--- src/rtl/wb_slave_to_avalon_master.sv ---
// Classic Wishbone slave to pipelined-read Avalon-MM master bridge, one transfer in flight.
// Optional WB_READ_TIMEOUT_EN adds a readdatavalid timeout with wb_err_o and late-response discard.
module wb_slave_to_avalon_master #(
  parameter int unsigned ADDR_WIDTH     = 32,
  parameter int unsigned DATA_WIDTH     = 32,
  parameter int unsigned DATA_BYTES     = 4,
  parameter int unsigned TIMEOUT_CYCLES = 256
) (
  input  logic                  clk,
  input  logic                  rst_n,
  input  logic                  wb_cyc_i,
  input  logic                  wb_stb_i,
  input  logic                  wb_we_i,
  input  logic [ADDR_WIDTH-1:0] wb_adr_i,
  input  logic [DATA_WIDTH-1:0] wb_dat_i,
  input  logic [DATA_BYTES-1:0] wb_sel_i,
  output logic [DATA_WIDTH-1:0] wb_dat_o,
  output logic                  wb_ack_o,
  output logic                  wb_err_o,
  output logic [ADDR_WIDTH-1:0] av_address,
  output logic [DATA_BYTES-1:0] av_byteenable,
  output logic                  av_read,
  output logic                  av_write,
  output logic [DATA_WIDTH-1:0] av_writedata,
  input  logic [DATA_WIDTH-1:0] av_readdata,
  input  logic                  av_readdatavalid,
  input  logic                  av_waitrequest
);

  if (DATA_BYTES * 8 != DATA_WIDTH) begin : g_bad_bytes
    $error("DATA_BYTES must equal DATA_WIDTH/8");
  end
  if (TIMEOUT_CYCLES < 2) begin : g_bad_timeout
    $error("TIMEOUT_CYCLES must be at least 2");
  end

  typedef enum logic [1:0] {IDLE, CMD, RDWAIT, RESP} state_t;

  state_t                state, state_nxt;
  logic                  read_nxt, write_nxt, ack_nxt, rdv_fresh;
  logic [ADDR_WIDTH-1:0] addr_nxt;
  logic [DATA_BYTES-1:0] be_nxt;
  logic [DATA_WIDTH-1:0] wdata_nxt, rdata_nxt;

`ifdef WB_READ_TIMEOUT_EN
  localparam int unsigned CNT_RAW = $clog2(TIMEOUT_CYCLES);
  localparam int unsigned CNT_W   = (CNT_RAW < 8) ? 8 : ((CNT_RAW > 32) ? 32 : CNT_RAW);
  logic [CNT_W-1:0] cnt, cnt_nxt;
  logic             stale, stale_nxt, err_nxt;
`endif

  // Next-state and next-value logic for every registered output
  always_comb begin
    state_nxt = state;
    read_nxt  = av_read;
    write_nxt = av_write;
    addr_nxt  = av_address;
    be_nxt    = av_byteenable;
    wdata_nxt = av_writedata;
    rdata_nxt = wb_dat_o;
    ack_nxt   = 1'b0;
    rdv_fresh = av_readdatavalid;
`ifdef WB_READ_TIMEOUT_EN
    cnt_nxt   = cnt;
    stale_nxt = stale;
    err_nxt   = 1'b0;
    // A response owed to a timed-out read is swallowed wherever it shows up
    if (stale && av_readdatavalid) begin
      stale_nxt = 1'b0;
      rdv_fresh = 1'b0;
    end
`endif
    case (state)
      IDLE: begin
        if (wb_cyc_i && wb_stb_i) begin
          addr_nxt  = wb_adr_i;
          be_nxt    = wb_sel_i;
          wdata_nxt = wb_dat_i;
          read_nxt  = ~wb_we_i;
          write_nxt = wb_we_i;
          state_nxt = CMD;
        end
      end
      CMD: begin
        if (!av_waitrequest) begin
          read_nxt  = 1'b0;
          write_nxt = 1'b0;
          if (av_write) begin
            ack_nxt   = wb_cyc_i;
            state_nxt = RESP;
          end else begin
            state_nxt = RDWAIT;
          end
`ifdef WB_READ_TIMEOUT_EN
          cnt_nxt = '0;
`endif
        end
      end
      RDWAIT: begin
        if (rdv_fresh) begin
          rdata_nxt = av_readdata;
          ack_nxt   = wb_cyc_i;
          state_nxt = RESP;
        end
`ifdef WB_READ_TIMEOUT_EN
        else if (cnt == CNT_W'(TIMEOUT_CYCLES - 1)) begin
          err_nxt   = wb_cyc_i;
          stale_nxt = 1'b1;
          state_nxt = RESP;
        end else begin
          cnt_nxt = cnt + CNT_W'(1);
        end
`endif
      end
      RESP:    state_nxt = IDLE;
      default: state_nxt = IDLE;
    endcase
  end

  always_ff @(posedge clk or negedge rst_n) begin
    if (!rst_n) begin
      state         <= IDLE;
      av_read       <= 1'b0;
      av_write      <= 1'b0;
      av_address    <= '0;
      av_byteenable <= '0;
      av_writedata  <= '0;
      wb_dat_o      <= '0;
      wb_ack_o      <= 1'b0;
`ifdef WB_READ_TIMEOUT_EN
      cnt           <= '0;
      stale         <= 1'b0;
      wb_err_o      <= 1'b0;
`endif
    end else begin
      state         <= state_nxt;
      av_read       <= read_nxt;
      av_write      <= write_nxt;
      av_address    <= addr_nxt;
      av_byteenable <= be_nxt;
      av_writedata  <= wdata_nxt;
      wb_dat_o      <= rdata_nxt;
      wb_ack_o      <= ack_nxt;
`ifdef WB_READ_TIMEOUT_EN
      cnt           <= cnt_nxt;
      stale         <= stale_nxt;
      wb_err_o      <= err_nxt;
`endif
    end
  end

`ifndef WB_READ_TIMEOUT_EN
  assign wb_err_o = 1'b0;
`endif

endmodule

--- config.mk ---
export PLATFORM = sky130hd
export DESIGN_NAME = wb_slave_to_avalon_master
export DESIGN_NICKNAME = d
export VERILOG_FILES = /design/src/rtl/wb_slave_to_avalon_master.sv
export SDC_FILE = /design/constraint.sdc
export NUM_CORES = 1
export LEC_CHECK = 0
export ABC_AREA = 1
export CAP_MARGIN = 20
export CORE_MARGIN = 2
export CORE_UTILIZATION = 40
export DETAILED_ROUTE_END_ITERATION = 10
export GPL_TIMING_DRIVEN = 0
export PLACE_DENSITY = 0.8
export SYNTH_ARGS = -nofsm -noshare
export SYNTH_HDL_FRONTEND = slang
export SYNTH_SLANG_ARGS = --single-unit
--- constraint.sdc ---
create_clock -name clk -period 1.75 [get_ports clk]
set_clock_uncertainty 0.15 [all_clocks]
set_input_delay 0.175 -clock clk [delete_from_list [all_inputs] [get_ports clk]]
set_output_delay 0.175 -clock clk [all_outputs]
set_load 0.01 [all_outputs]
**Word-level counts from Yosys, hierarchy flattened**

Index checks and enable logic that the tools add are counted.

- Bits in registers: 105
- Output and inout bits: 104

- Equality and inequality tests: 6
- Muxes and demuxes: 14
- Bitwise logic cells: 1
- Reductions and logical operators: 7

Operators with widths:

| cell | count |
|---|---|
| $pmux W2 S4 | 1 |
| $mux W1 | 7 |
| $mux W2 | 3 |
| $ne A2 B2 Y1 const B | 3 |
| $pmux W1 S2 | 3 |
| $reduce_and A3 Y1 | 2 |
| $eq A2 B2 Y1 const B | 2 |
| $reduce_and A2 Y1 | 2 |
| $eq A2 B1 Y1 const B | 1 |
| $logic_not A2 Y1 | 1 |
| $reduce_bool A2 Y1 | 1 |
| $logic_and A1 B1 Y1 | 1 |
| $not A1 Y1 | 1 |

**Logic depth before layout (Yosys ltp)**

- Depth in word-level cells: 3
- Depth in mapped cells: 8
- Depth with buffers taken out: 7

**Worst setup path before layout**

OpenSTA, ideal clock, no wires.

- Path kind: reg-to-reg
- Start: register state[0]
- End: register av_address[0]
- Library setup time: 0.130 ns
- Arrival: 1.235 ns
- Setup slack: 0.235 ns
- Cell stages (with the launch flop): 8
- Path buffers: 2
- Clock period less this slack: 1.515 ns
- Path through: dfrtp_1 -> inv_1 -> ha_1 -> nand3_4 -> buf_6 -> buf_6 -> nand2_1 -> o21ai_1

- Cells in the longest elaborated chain, start to end: 2

RTL lines:

| element | RTL line | source |
|---|---|---|
| from (decl) | 39 | `state_t state, state_nxt;` |
| from (signal assigned) | 136 | `state <= state_nxt;` |
| $logic_not A2 Y1 | 73 | `case (state)` |
| $reduce_and A2 Y1 (no source line) | n/a |  |
| to (signal assigned) | 139 | `av_address <= addr_nxt;` |
| to (decl) | 20 | `output logic [ADDR_WIDTH-1:0] av_address,` |

No other way between the ends.
A chain may end at the register's enable or synchronous reset.

**Final worst setup path**

- Start: register wb_dat_o[17]
- End: output port wb_dat_o[17]

RTL lines:

| element | RTL line | source |
|---|---|---|
| from (decl) | 17 | `output logic [DATA_WIDTH-1:0] wb_dat_o,` |
| from (signal assigned) | 142 | `wb_dat_o <= rdata_nxt;` |

No word-level cell between the ends.

==> impl_metrics.env <==
export IMPL_postRouteAntennaNets=0
export IMPL_route_vias_total=3934
export IMPL_ys_ff_latch=105
export IMPL_clockBufferDepth=2
export IMPL_ios=211
export IMPL_criticalPathCategory="flop to output pin"
export IMPL_setup_viol=0
export IMPL_holdCritPathClass="primary input to flop"
export IMPL_synth_top_cell_by_area="dfrtp_1"
export IMPL_path_delay_family="buffers and inverters"
export IMPL_synth_edf_count=0
export IMPL_grt_max_degree=61
export IMPL_vias_per_cell=4.71
export IMPL_die_h_um=107
export IMPL_timing_final_crit_share=0.961
export IMPL_routabilityCongestion=0.815
export IMPL_num_rows=37
export IMPL_wirelength_um=12000
export IMPL_setup_ws_ns=0.0685
export IMPL_yosys_top_cells_area="dfrtp_1 (62%), nand2_1 (13%), inv_1 (6.5%)"
export IMPL_switchingPower_mw=3.69
export IMPL_intPower_mw=7.11
export IMPL_drt_iter0_markers=240
export IMPL_max_cap_violations=0
export IMPL_p_per_area_mw_per_mm2=1590
export IMPL_wl_per_cell_um=14.3
export IMPL_ys_flop_type="dfrtp_1"
export IMPL_clk_pin_slew_ns=0.09
export IMPL_max_freq_mhz=595
export IMPL_h_tree_depth=3
export IMPL_grtUsageTotal=0.212
export IMPL_initial_core_util=0.412
export IMPL_leakage_nw=3.39
export IMPL_crit_chain="clkdlybuf4s50_1"
export IMPL_dr_pass1_iters=4
export IMPL_dpl_cell_area_mm2=0.00653
export IMPL_drc_errors=0
export IMPL_pwr_share_clk=0.146
export IMPL_syn2layout_area_growth_pct=60.1
export IMPL_vdd_drop_max_v=0.000851
export IMPL_synth_top_cell_area_share=0.618
export IMPL_required_ns=1.42
export IMPL_path_buf_inv=1
export IMPL_grt_pass1_vias=3923
export IMPL_final_nets=808
export IMPL_dp_cells=818
export IMPL_tightestPinTransition_ns=0.592
export IMPL_fillers=795
export IMPL_diodes=0
export IMPL_swShare=0.341
export IMPL_stdcell_area_mm2=0.00681
export IMPL_critPathMaxFanout=2
export IMPL_crit_slowest_cell="clkdlybuf4s50_1"
export IMPL_die_area_mm2=0.0115
export IMPL_syn_inst=473
export IMPL_cts_tree="done"
export IMPL_slowest_delay_ns=0.64
export IMPL_synth_net_count=585
export IMPL_start_kind="flop"
export IMPL_combPwrFrac=0.467
export IMPL_final_cells=836
export IMPL_dieWidth_um=107
export IMPL_slew_headroom=0.606
export IMPL_io_buffers=208
export IMPL_status="completed"
export IMPL_rsz0062_at_grt="false"
export IMPL_clock_latency_ns=0.36
export IMPL_yosysSeqAreaShare=0.618
export IMPL_fin_total_pwr_mw=10.8
export IMPL_arrival_ns=1.36
export IMPL_grt_pass1_wl_um=19000
export IMPL_synth_most_common_cell="nand2_1"
export IMPL_antenna_found_initial=0
export IMPL_root_buffer="clkbuf_8"
export IMPL_yosysWarnings=0
export IMPL_syn_area_mm2=0.00425
export IMPL_whs_ns=0.199
export IMPL_ys_types=16
export IMPL_cts_sinks=105
export IMPL_avgSynthCellArea_um2=8.99
export IMPL_period_needed_ns=1.68
export IMPL_drive_gt1_frac=0.0657
export IMPL_core_area_mm2=0.0103
export IMPL_async_reset_ff_frac=1.00
export IMPL_pwr_share_seq=0.387
export IMPL_synthTopCellsByCount="nand2_1 (151), dfrtp_1 (105), inv_1 (74)"
export IMPL_gr_total_overflow=0
export IMPL_dpl_hpwl_um=9040
export IMPL_cp_end_kind="output pin"
export IMPL_detailedPlace_worstSlack_ns=-0.0520
export IMPL_drv_slew=0
export IMPL_hold_viol=0
export IMPL_cts_buffers=9
[cells in the final DEF, fill, tap and decap left out, types with 2 or more instances in the layout]
cell	instances
nand3_1	35
o21ai_0	29
nand2_1	150
buf_6	5
clkbuf_2	8
clkbuf_8	13
a21oi_1	2
clkbuf_1	4
buf_2	6
dlygate4sd3_1	2
clkdlybuf4s50_1	207
dfrtp_1	105
ha_1	4
nor2_1	2
inv_2	2
inv_1	72
buf_4	3
o21ai_1	41
[path summary, 6_finish.rpt]
path,start,endpoint,slack (ns),depth (start not counted)
max reg2reg,state[0],av_address[7],0.09,7
max,wb_dat_o[17],wb_dat_o[17],0.07,1
min in group asynchronous,rst_n,av_address[8],0.22,2
min,wb_sel_i[2],av_byteenable[2],0.20,3
min reg2reg,wb_dat_o[1],wb_dat_o[1],0.32,2
max in group asynchronous,rst_n,wb_dat_o[30],0.53,3
[layer usage]
metal	routed length [um]	share of wire	global-route usage
met3	1190	0.099	0.0711
met1	4700	0.39	0.248
met5	0	0	0
met4	225	0.019	0.0798
met2	5870	0.49	0.362
[flip-flops by register name (all words and copies together), names as in the netlist]
name,flops
wb_ack_o,1
wb_dat_o,32
av_address,32
state,2
av_write,1
av_writedata,32
av_read,1
av_byteenable,4
[worst min-delay path, cell delays in order]
cell	delay, ns
clkdlybuf4s50_1	0.39
inv_1	0.05
o21ai_1	0.06
[power groups by stage]
| stage | sequential, mW | combinational, mW | clock [mW] |
|---|---|---|---|
| 2_1_floorplan | 4.67 | 1.49 | 0 |
| 3_3_place_gp | 4.15 | 4.87 | 0 |
| 3_5_place_dp | 4.20 | 5.00 | 0 |
| 4_1_cts | 4.17 | 5.09 | 1.63 |
| 5_1_grt | 4.31 | 5.56 | 1.73 |
| 6_report | 4.18 | 5.04 | 1.58 |
[logic make-up after synthesis]
family / share of synthesized area
and+or+nand+nor: 0.182
DFF: 0.618
buffers and inverters: 0.0998
AOI/OAI and AO/OA: 0.0848
adders and majority gates: 0.0147
other: 0.000882
[area by class of cell]
cell class                 instances  area (um^2)  area share
sequential                       105         2630       0.386
clock buffer                      13          179      0.0263
tap                              136          170      0.0250
buffer                            26          164      0.0241
inverter                          74          278      0.0408
clock inverter                     2         35.0     0.00515
multi-input combinational        269         1220       0.180
timing repair buffer             211         2130       0.313
[metrics by stage]
step | utilization | TNS (ns)
final | 0.659 | 0
after global placement | 0.630 | -362.77
after floorplan | - | 0
after global routing | 0.659 | 0
after detailed placement | 0.632 | -1.33
after CTS | 0.658 | 0
[repair_timing]
| item | CTS | global route |
|---|---|---|
| setup buffers | 0 | 0 |
| endpoints found under the setup margin | 69 | 82 |
| hold buffers | 2 | 0 |
| resized for setup | 8 | 18 |
| pin swaps | 1 | 0 |
| hold endpoints to repair | 47 | 0 |
| cloned | 1 | 0 |
Note: power is estimated with default switching activity, not from simulation.
